==> src/rtl/c2_pkg.sv <==
// Shared types and defaults for the multi-client C2 arbiter.
// Holds the FSM state encoding, default command bytes and report bytes.
package c2_pkg;

  typedef enum logic [2:0] {
    StIdle,
    StAckTx,
    StAckWait,
    StBusy,
    StCleanup,
    StReportTx,
    StReportWait
  } state_t;

  localparam logic [7:0] CmdImem = 8'h1C;
  localparam logic [7:0] CmdDmem = 8'h1D;
  localparam logic [7:0] CmdCont = 8'hCE;
  localparam logic [7:0] CmdStep = 8'hDE;

  localparam logic [31:0] DefaultCmdCodes = {CmdStep, CmdCont, CmdDmem, CmdImem};

  localparam logic [7:0] NackByteDefault    = 8'h15;
  localparam logic [7:0] TimeoutByteDefault = 8'hEE;

  // Client index width; a single client still needs one bit.
  function automatic int unsigned cidx_w(input int unsigned n);
    int unsigned w;
    w = $clog2(n);
    return (w < 1) ? 1 : w;
  endfunction

endpackage

==> src/rtl/c2_arbiter_mc_if.sv <==
// UART byte interface between the C2 arbiter and the UART core.
// master = arbiter side, slave = UART side.
interface c2_arbiter_mc_if;

  logic [7:0] rx_data;
  logic       rx_ready;
  logic [7:0] tx_data;
  logic       tx_start;
  logic       tx_done;

  modport master (
    input  rx_data,
    input  rx_ready,
    input  tx_done,
    output tx_data,
    output tx_start
  );

  modport slave (
    output rx_data,
    output rx_ready,
    output tx_done,
    input  tx_data,
    input  tx_start
  );

endinterface

==> src/rtl/c2_cmd_decoder.sv <==
// Combinational command-table lookup: byte -> {hit, client, mode}.
// When several entries carry the same byte, the lowest index wins.
module c2_cmd_decoder #(
  parameter int unsigned                   NUM_CMDS   = 4,
  parameter int unsigned                   CIDX_W     = 1,
  parameter logic [NUM_CMDS*8-1:0]         CMD_CODES  = 32'hDECE1D1C,
  parameter logic [NUM_CMDS*CIDX_W-1:0]    CMD_CLIENT = 4'b1100,
  parameter logic [NUM_CMDS-1:0]           CMD_MODE   = 4'b0110
) (
  input  logic [7:0]        byte_i,
  output logic              hit_o,
  output logic [CIDX_W-1:0] client_o,
  output logic              mode_o
);

  always_comb begin
    hit_o    = 1'b0;
    client_o = '0;
    mode_o   = 1'b0;
    // Walk downwards so a lower-index match overwrites a higher one.
    for (int i = int'(NUM_CMDS) - 1; i >= 0; i--) begin
      if (CMD_CODES[8*i +: 8] == byte_i) begin
        hit_o    = 1'b1;
        client_o = CMD_CLIENT[CIDX_W*i +: CIDX_W];
        mode_o   = CMD_MODE[i];
      end
    end
  end

endmodule

==> src/rtl/c2_arbiter_mc.sv <==
// Multi-client C2 arbiter: decodes host commands, ACK/NACK-echoes them, grants one client
// exclusive UART access, watches for a BUSY timeout and runs a soft-reset cleanup.
module c2_arbiter_mc
  import c2_pkg::*;
#(
  parameter int unsigned                NUM_CLIENTS    = 2,
  parameter int unsigned                NUM_CMDS       = 4,
  localparam int unsigned               CIDX_W         = cidx_w(NUM_CLIENTS),
  parameter logic [NUM_CMDS*8-1:0]      CMD_CODES      = DefaultCmdCodes,
  parameter logic [NUM_CMDS*CIDX_W-1:0] CMD_CLIENT     = 4'b1100,
  parameter logic [NUM_CMDS-1:0]        CMD_MODE       = 4'b0110,
  parameter int unsigned                TIMEOUT_CYCLES = 0,
  parameter int unsigned                CLEANUP_CYCLES = 2,
  parameter logic [7:0]                 NACK_BYTE      = NackByteDefault,
  parameter logic [7:0]                 TIMEOUT_BYTE   = TimeoutByteDefault
) (
  input  logic                     clk_i,
  input  logic                     rst_i,
  c2_arbiter_mc_if.master          uart_io,
  output logic                     soft_reset_o,
  output logic [NUM_CLIENTS-1:0]   grant_o,
  output logic                     mode_o,
  input  logic [NUM_CLIENTS-1:0]   done_i,
  input  logic [NUM_CLIENTS*8-1:0] client_tx_data_i,
  input  logic [NUM_CLIENTS-1:0]   client_tx_start_i,
  output logic [CIDX_W-1:0]        active_client_o,
  output logic                     timeout_o,
  output logic                     c2_waiting_o
);

  localparam bit          TimeoutEn = (TIMEOUT_CYCLES != 0);
  localparam int unsigned WdogW     = TimeoutEn ? $clog2(TIMEOUT_CYCLES + 1) : 1;
  localparam int unsigned CleanW    = (CLEANUP_CYCLES > 1) ? $clog2(CLEANUP_CYCLES) : 1;
  localparam logic [WdogW-1:0]  WdogLast  = WdogW'(TIMEOUT_CYCLES - 1);
  localparam logic [CleanW-1:0] CleanLast = CleanW'(CLEANUP_CYCLES - 1);

  state_t                   state_d, state_q;
  logic [NUM_CLIENTS-1:0]   grant_d, grant_q;
  logic                     soft_reset_d, soft_reset_q;
  logic                     tx_start_d, tx_start_q;
  logic [7:0]               tx_data_d, tx_data_q;
  logic                     mode_d, mode_q;
  logic [CIDX_W-1:0]        client_d, client_q;
  logic                     timeout_d, timeout_q;
  logic                     tmo_flag_d, tmo_flag_q;
  logic                     waiting_d, waiting_q;
  logic [WdogW-1:0]         wdog_d, wdog_q;
  logic [CleanW-1:0]        clean_d, clean_q;

  logic                     dec_hit;
  logic [CIDX_W-1:0]        dec_client;
  logic                     dec_mode;

  c2_cmd_decoder #(
    .NUM_CMDS   (NUM_CMDS),
    .CIDX_W     (CIDX_W),
    .CMD_CODES  (CMD_CODES),
    .CMD_CLIENT (CMD_CLIENT),
    .CMD_MODE   (CMD_MODE)
  ) u_decoder (
    .byte_i   (uart_io.rx_data),
    .hit_o    (dec_hit),
    .client_o (dec_client),
    .mode_o   (dec_mode)
  );

  always_comb begin
    state_d      = state_q;
    grant_d      = grant_q;
    soft_reset_d = soft_reset_q;
    tx_start_d   = 1'b0;
    tx_data_d    = tx_data_q;
    mode_d       = mode_q;
    client_d     = client_q;
    timeout_d    = 1'b0;
    tmo_flag_d   = tmo_flag_q;
    waiting_d    = waiting_q;
    wdog_d       = wdog_q;
    clean_d      = clean_q;

    unique case (state_q)
      StIdle: begin
        if (uart_io.rx_ready) begin
          tx_start_d = 1'b1;
          if (dec_hit) begin
            state_d   = StAckTx;
            client_d  = dec_client;
            mode_d    = dec_mode;
            tx_data_d = uart_io.rx_data;
          end else begin
            state_d   = StReportTx;
            tx_data_d = NACK_BYTE;
            waiting_d = 1'b0;
          end
        end
      end

      StAckTx: begin
        state_d   = StAckWait;
        tx_data_d = '0;
      end

      StAckWait: begin
        if (uart_io.tx_done) begin
          state_d   = StBusy;
          waiting_d = 1'b0;
          wdog_d    = '0;
          for (int c = 0; c < int'(NUM_CLIENTS); c++) begin
            grant_d[c] = (client_q == CIDX_W'(c));
          end
        end
      end

      StBusy: begin
        // Client done takes priority over a watchdog expiry in the same cycle.
        if (done_i[client_q]) begin
          state_d      = StCleanup;
          grant_d      = '0;
          soft_reset_d = 1'b1;
          clean_d      = '0;
        end else if (TimeoutEn && (wdog_q == WdogLast)) begin
          state_d      = StCleanup;
          grant_d      = '0;
          soft_reset_d = 1'b1;
          clean_d      = '0;
          timeout_d    = 1'b1;
          tmo_flag_d   = 1'b1;
        end else if (TimeoutEn) begin
          wdog_d = wdog_q + 1'b1;
        end
      end

      StCleanup: begin
        if (clean_q == CleanLast) begin
          soft_reset_d = 1'b0;
          if (tmo_flag_q) begin
            state_d    = StReportTx;
            tx_start_d = 1'b1;
            tx_data_d  = TIMEOUT_BYTE;
          end else begin
            state_d   = StIdle;
            waiting_d = 1'b1;
          end
        end else begin
          clean_d = clean_q + 1'b1;
        end
      end

      StReportTx: begin
        state_d   = StReportWait;
        tx_data_d = '0;
      end

      StReportWait: begin
        if (uart_io.tx_done) begin
          state_d    = StIdle;
          tmo_flag_d = 1'b0;
          waiting_d  = 1'b1;
        end
      end

      default: state_d = StIdle;
    endcase
  end

  always_ff @(posedge clk_i) begin
    if (rst_i) begin
      state_q      <= StIdle;
      grant_q      <= '0;
      soft_reset_q <= 1'b0;
      tx_start_q   <= 1'b0;
      tx_data_q    <= '0;
      mode_q       <= 1'b0;
      client_q     <= '0;
      timeout_q    <= 1'b0;
      tmo_flag_q   <= 1'b0;
      waiting_q    <= 1'b1;
      wdog_q       <= '0;
      clean_q      <= '0;
    end else begin
      state_q      <= state_d;
      grant_q      <= grant_d;
      soft_reset_q <= soft_reset_d;
      tx_start_q   <= tx_start_d;
      tx_data_q    <= tx_data_d;
      mode_q       <= mode_d;
      client_q     <= client_d;
      timeout_q    <= timeout_d;
      tmo_flag_q   <= tmo_flag_d;
      waiting_q    <= waiting_d;
      wdog_q       <= wdog_d;
      clean_q      <= clean_d;
    end
  end

  // While a client owns the UART its TX strobe and byte pass straight through.
  always_comb begin
    uart_io.tx_data  = tx_data_q;
    uart_io.tx_start = tx_start_q;
    if (state_q == StBusy) begin
      uart_io.tx_data  = client_tx_data_i[{client_q, 3'b000} +: 8];
      uart_io.tx_start = client_tx_start_i[client_q];
    end
  end

  assign soft_reset_o    = soft_reset_q;
  assign grant_o         = grant_q;
  assign mode_o          = mode_q;
  assign active_client_o = client_q;
  assign timeout_o       = timeout_q;
  assign c2_waiting_o    = waiting_q;

endmodule

==> src/flat_wrapper.sv <==
// flat-port wrapper written by rule: the top's interface ports become plain ports
module c2_arbiter_mc_flat import c2_pkg::*;
#(
  parameter int unsigned                NUM_CLIENTS    = 2,
  parameter int unsigned                NUM_CMDS       = 4,
  localparam int unsigned               CIDX_W         = cidx_w(NUM_CLIENTS),
  parameter logic [NUM_CMDS*8-1:0]      CMD_CODES      = DefaultCmdCodes,
  parameter logic [NUM_CMDS*CIDX_W-1:0] CMD_CLIENT     = 4'b1100,
  parameter logic [NUM_CMDS-1:0]        CMD_MODE       = 4'b0110,
  parameter int unsigned                TIMEOUT_CYCLES = 0,
  parameter int unsigned                CLEANUP_CYCLES = 2,
  parameter logic [7:0]                 NACK_BYTE      = NackByteDefault,
  parameter logic [7:0]                 TIMEOUT_BYTE   = TimeoutByteDefault
)
  (clk_i, rst_i, soft_reset_o, grant_o, mode_o, done_i, client_tx_data_i, client_tx_start_i, active_client_o, timeout_o, c2_waiting_o, uart_io_rx_data, uart_io_rx_ready, uart_io_tx_done, uart_io_tx_data, uart_io_tx_start);
  c2_arbiter_mc_if uart_io_i ();
  input  logic clk_i;
  input  logic rst_i;
  output logic soft_reset_o;
  output logic [NUM_CLIENTS-1:0] grant_o;
  output logic mode_o;
  input  logic [NUM_CLIENTS-1:0] done_i;
  input  logic [NUM_CLIENTS*8-1:0] client_tx_data_i;
  input  logic [NUM_CLIENTS-1:0] client_tx_start_i;
  output logic [CIDX_W-1:0] active_client_o;
  output logic timeout_o;
  output logic c2_waiting_o;
  input wire logic [$bits(uart_io_i.rx_data)-1:0] uart_io_rx_data;
  input wire logic [$bits(uart_io_i.rx_ready)-1:0] uart_io_rx_ready;
  input wire logic [$bits(uart_io_i.tx_done)-1:0] uart_io_tx_done;
  output wire logic [$bits(uart_io_i.tx_data)-1:0] uart_io_tx_data;
  output wire logic [$bits(uart_io_i.tx_start)-1:0] uart_io_tx_start;
  assign uart_io_i.rx_data = uart_io_rx_data;
  assign uart_io_i.rx_ready = uart_io_rx_ready;
  assign uart_io_i.tx_done = uart_io_tx_done;
  assign uart_io_tx_data = uart_io_i.tx_data;
  assign uart_io_tx_start = uart_io_i.tx_start;
  c2_arbiter_mc #(.NUM_CLIENTS(NUM_CLIENTS), .NUM_CMDS(NUM_CMDS), .CMD_CODES(CMD_CODES), .CMD_CLIENT(CMD_CLIENT), .CMD_MODE(CMD_MODE), .TIMEOUT_CYCLES(TIMEOUT_CYCLES), .CLEANUP_CYCLES(CLEANUP_CYCLES), .NACK_BYTE(NACK_BYTE), .TIMEOUT_BYTE(TIMEOUT_BYTE)) u_core (.clk_i(clk_i), .rst_i(rst_i), .uart_io(uart_io_i), .soft_reset_o(soft_reset_o), .grant_o(grant_o), .mode_o(mode_o), .done_i(done_i), .client_tx_data_i(client_tx_data_i), .client_tx_start_i(client_tx_start_i), .active_client_o(active_client_o), .timeout_o(timeout_o), .c2_waiting_o(c2_waiting_o));
endmodule
==> config.mk <==
export PLATFORM = sky130hd
export DESIGN_NAME = c2_arbiter_mc_flat
export DESIGN_NICKNAME = d
export VERILOG_FILES = /design/src/rtl/c2_pkg.sv /design/src/rtl/c2_arbiter_mc_if.sv /design/src/rtl/c2_cmd_decoder.sv /design/src/rtl/c2_arbiter_mc.sv /design/src/flat_wrapper.sv
export SDC_FILE = /design/constraint.sdc
export NUM_CORES = 1
export LEC_CHECK = 0
export ABC_CLOCK_PERIOD_IN_PS = 4200
export CORE_UTILIZATION = 45
export CTS_BUF_LIST = sky130_fd_sc_hd__clkbuf_2 sky130_fd_sc_hd__clkbuf_4 sky130_fd_sc_hd__clkbuf_8
export DETAILED_ROUTE_END_ITERATION = 10
export PLACE_DENSITY = 0.84
export SYNTH_ARGS = -nofsm -noshare
export SYNTH_HDL_FRONTEND = slang
export SYNTH_SLANG_ARGS = --single-unit
==> constraint.sdc <==
create_clock -name clk_i -period 4.2 [get_ports clk_i]
set_input_delay 1.05 -clock clk_i [delete_from_list [all_inputs] [get_ports clk_i]]
set_output_delay 1.05 -clock clk_i [all_outputs]
set_load 0.01 [all_outputs]
Word-level counts from Yosys, hierarchy flattened --
Cells that the tools add are included.
Storage, ports and cells: output and inout bits 16, input port bits 32, logic and storage cells 86, flip-flop bits (word level) 19
Operators by class: bitwise gates (word level) 3, shift-type cells 1, eq/ne operators 16, order comparisons 1, reduce and logical (&&, ||, !) cells 14, $add $sub $neg 1, multiplexer cells 41
Operators by type and width (number):
- $mux 1 | 24
- $mux 8 | 3
- $pmux 3 s7 | 1
- $mux 3 | 6
- $eq 5x8->1 const A | 2
- $eq 8x8->1 const A | 2
- $pmux 8 s2 | 1
- $shiftx 16x5->8 | 1
- $eq 3x3->1 const B | 3
- $reduce_and 3->1 | 3
- $ne 2x2->1 const B | 4
- $eq 3x2->1 const B | 2
- $reduce_and 6->1 | 1
- $reduce_and 5->1 | 1
- $mux 2 | 2
- $ne 2x1->1 const B | 2
- $pmux 1 s2 | 2
- $pmux 1 s4 | 1
- $pmux 2 s2 | 1
- $reduce_and 4->1 | 1
- $reduce_bool 2->1 | 2
- $reduce_bool 4->1 | 1
- $reduce_or 2->1 | 2
- $eq 3x1->1 const B | 1
- other kinds (6) | 8

Longest topological paths before layout --
depth in word-level cells 8, depth in mapped cells 6, gate-level depth less buffers 4

Hierarchy --
A second synthesis with hierarchy kept.
Unflattened totals: cells, all modules 147, area total of the unflattened synthesis 1161.1 um^2
Modules (own cells, without submodules):
- c2_arbiter_mc | cells each 139, sequential area each 380.4 um^2, instances 1, area each 1094.8 um^2
- c2_cmd_decoder | cells each 8, sequential area each 0.0 um^2, instances 1, area each 66.3 um^2

Worst setup path before layout --
Ideal clock, no wire load.
path type input to output, start point in client_tx_data_i[8], end point out uart_io_tx_data[0], slack 1.757 ns, path buffers 0, stages 2, required time 3.150 ns, arrival 1.393 ns, cell sequence mux2i_1 > o21ai_0
On the way: cells in the longest elaborated chain, start to end 2
Ends and longest elaborated chain:
- start: declaration | RTL line flat_wrapper.sv:23 | input logic [NUM_CLIENTS*8-1:0] client_tx_data_i;
- $shiftx 16x5->8 | RTL line c2_arbiter_mc.sv:201 | uart_io.tx_data = client_tx_data_i[{client_q, 3'b000} +: 8];
- $mux 8 | RTL line c2_arbiter_mc.sv:200 | if (state_q == StBusy) begin
- end: declaration | RTL line flat_wrapper.sv:31 | output wire logic [$bits(uart_io_i.tx_data)-1:0] uart_io_tx_data;
Every way passes these cells.

Worst setup path in the final report --
start point in client_tx_data_i[14], end point out uart_io_tx_data[6]
The elaborated chain is that of the path after synthesis.

==> results by group <==
Clock tree
  • Cts bufs inserted: 3
  • Quantity of gates resized following cts: 0
  • Root buf cell: clkbuf_4
  • Setup bufs post-CTS: 0
  • CTS tree: done
  • H-Tree Depth: 1
  • Clk_lat worst skew: about 0.29 ns
  • Clock Sinks: 19
  • Worst-path clk slew: ~0.1 ns
  • Clk buf depth: 2
  • Hold_buf cts: 0

Setup path
  • Setup crit end kind: primary output
  • Slowest cell delay on critical path: 0.57 ns
  • Crit-path cells: clkdlybuf4s50_1 -> mux2i_1 -> o21ai_0 -> clkdlybuf4s50_1
  • CP dominant cell by count: clkdlybuf4s50_1
  • Crit path buf inv count: 2
  • Slowest-stage cell, CP: clkdlybuf4s50_1
  • Worst Path Arrival: roughly 2.4 ns
  • Startpoint types: input port
  • CP Max Fanout: 1
  • Req. time, crit path: roughly 3.2 ns
  • Delay-heaviest family, CP: buffers and inverters
  • Critical path class: input port to primary output

Drt
  • Wire length per cell: between 10 and 15 um
  • DR vias/cell: 5.61
  • Vias: 1077
  • DR iter-0 viols: 20
  • DRT Wirelength: about 2600 um
  • DRT antenna net count: 0
  • DR DRC count: 0
  • Router iterations before antenna repair: 6

Timing
  • Fin crit share: between 80 and 90%
  • Setup violators final: 0
  • Tmin final: roughly 3.4 ns
  • TNS Setup: 0 ns
  • Hold Vio Cnt, Final: 0
  • Peak Freq: 0.293 GHz
  • Rel. slew slack: between 50 and 60%
  • Max Transition Viols Final: 0
  • Clock skew: about 0.0005 ns
  • Worst slew pin tran: about 0.69 ns
  • PnR worst setup slack: about 0.79 ns
  • RSZ-0062 raised after global routing: no

Power
  • VDD IR-drop max: 0.000242 V
  • Leak: roughly 0.00053 uW
  • PwrDens: roughly 270 mW/mm2

Run
  • Max Cap Violations: 0

Final layout
  • Share of cells above drive strength 1: 6.06%
  • Diodes inserted: 0
  • Total Nets Final: 198
  • Final core occ: 73.2%
  • Non-Filler Instances: about 190
  • Area grow syn2layout: 46.3%

Yosys
  • Syn avg cell area: ~8.4 um2
  • Post-synth EDFFs: 0
  • Synthesized area: just over 0.001 mm2
  • Largest area contributor in the netlist: dfxtp_1
  • Synth top area share: 36.8%
  • Top cells by area, synth: dfxtp_1 (37%), mux2i_1 (11%), o21ai_0 (5.8%)
  • Netlist cell types: 37
  • Synth Warn #: 0
  • Mapped Nets: ~160
  • Synth async-reset ratio: 0%
  • Cell with the most instances after synthesis: dfxtp_1
  • #FFs+latches synth: 19
  • Mapped Cells: around 120
  • Post-synth top flop: dfxtp_1
  • Register area share after synthesis: between 30% and 40%
  • Top cells by count, synth: dfxtp_1 (19), nand2_1 (13), nor2_1 (12), o21ai_0 (12), mux2i_1 (11)

Floorplan
  • Die Area: 0.00249 mm2
  • Number of cell rows: 16
  • Die height: about 50 um
  • Starting density of the core: between 50% and 60%
  • Die Width: 49.9 um
  • Ports: 48
  • Core Region: 0.00206 mm2

Global routing
  • GR Overflow Total: 0
  • GRT Total Usage: ~22%
  • First-pass GRT wire length: around 4300 um
  • Pin count of the biggest net entering global routing: 21
  • Vias in the first global route: approximately 1000
  • Antenna violations before repair: 0

Outcome
  • Run status: finished, final reports clean

Placed design
  • Port Buffers: 46
  • Worst slack, placed: roughly 0.8 ns
  • Final Wtd Congestion: 0.730
  • Placed cells: about 190
  • Post-DP HPWL: just over 2000 um

Min path
  • Worst hold-check path type: flop to flop
==> kinds of logic after synthesis <==
kind of cell | count (synthesis) | synth area share [%]
AO/OA/AOI/OAI | 33 | 21.2
buffers and inverters | 13 | 6.06
flip-flops | 19 | 36.8
multiplexers | 12 | 11.8
other | 1 | 0.363
AND/OR/NAND/NOR | 45 | 23.8
==> metrics by stage <==
stage / instance area, um2 / power, uW / hold WS, ns
floorplan: 1030 / 261 / 0.426
global placement: 1480 / 311 / 0.438
detailed placement: 1480 / 315 / 0.441
CTS: 1510 / 405 / 0.467
global route: 1510 / 422 / 0.490
finish: 1510 / 402 / 0.461
==> state kept, by name, summed over array words and instances (netlist names) <==
| signal | flops |
|---|---|
| u_core.active_client_o | 1 |
| u_core.c2_waiting_o | 1 |
| u_core.clean_q | 1 |
| u_core.grant_o | 2 |
| u_core.mode_o | 1 |
| u_core.soft_reset_o | 1 |
| u_core.state_q | 3 |
| u_core.tx_data_q | 8 |
| u_core.tx_start_q | 1 |
==> report_power, final <==
| group | internal, uW | total (uW) | switching, uW |
|---|---|---|---|
| combinational | 64.3 | 105 | 41.2 |
| clock | 35.4 | 90.4 | 55.0 |
| sequential | 193 | 206 | 13.1 |
| total | 292 | 402 | 109 |
==> cell usage in the layout, fill, tap and decap left out <==
cell / count
a211oi_1: 1
a21o_1: 1
a21oi_1: 6
a221oi_2: 1
a22o_1: 3
a311oi_1: 1
a31oi_1: 4
a32o_1: 2
and2_1: 1
and3_1: 1
and4bb_2: 1
clkbuf_4: 3
clkdlybuf4s50_1: 46
clkinv_2: 1
conb_1: 1
dfxtp_1: 19
inv_1: 5
mux2_2: 1
mux2i_1: 11
nand2_1: 13
nand2b_1: 3
nand3b_1: 2
nand4b_1: 1
nor2_1: 12
nor2b_1: 1
nor3_1: 3
nor4b_1: 1
o21ai_0: 12
o311ai_0: 1
o32a_1: 1
or2_2: 1
or3_1: 2
or4b_2: 1
or4b_4: 1
or4bb_1: 1
==> final cells by class <==
cell class	instances	area, um2
Clock inverter	1	5.00
Timing Repair Buffer	46	460
Inverter	5	18.8
Sequential cell	19	380
Fill cell	173	552
Clock buffer	3	22.5
Tap cell	27	33.8
Multi-Input combinational cell	91	589
==> layer usage <==
metal  vias to the layer above  track usage (%)  part of all wire [%]
met5                         -                0                     0
met4                         0             5.71                  0.19
met3                         2             3.70                   6.1
met2                        41             41.2                    51
met1                       504             25.5                    42
li1                        530                -                     -
==> worst paths after layout <==
kind | startpoint | end | slack [ns] | cells past startpoint
max reg2reg | u_core.state_q[0]$_SDFFE_PP0P_ | u_core.grant_o[1]$_SDFFE_PP0P_ | 2.40 | 4
min | u_core.tx_data_q[2]$_SDFFE_PP0P_ | u_core.tx_data_q[2]$_SDFFE_PP0P_ | 0.46 | 1
min reg2reg | u_core.tx_data_q[2]$_SDFFE_PP0P_ | u_core.tx_data_q[2]$_SDFFE_PP0P_ | 0.46 | 1
max | client_tx_data_i[14] | uart_io_tx_data[6] | 0.79 | 4
(Power assumes the default switching activity.)
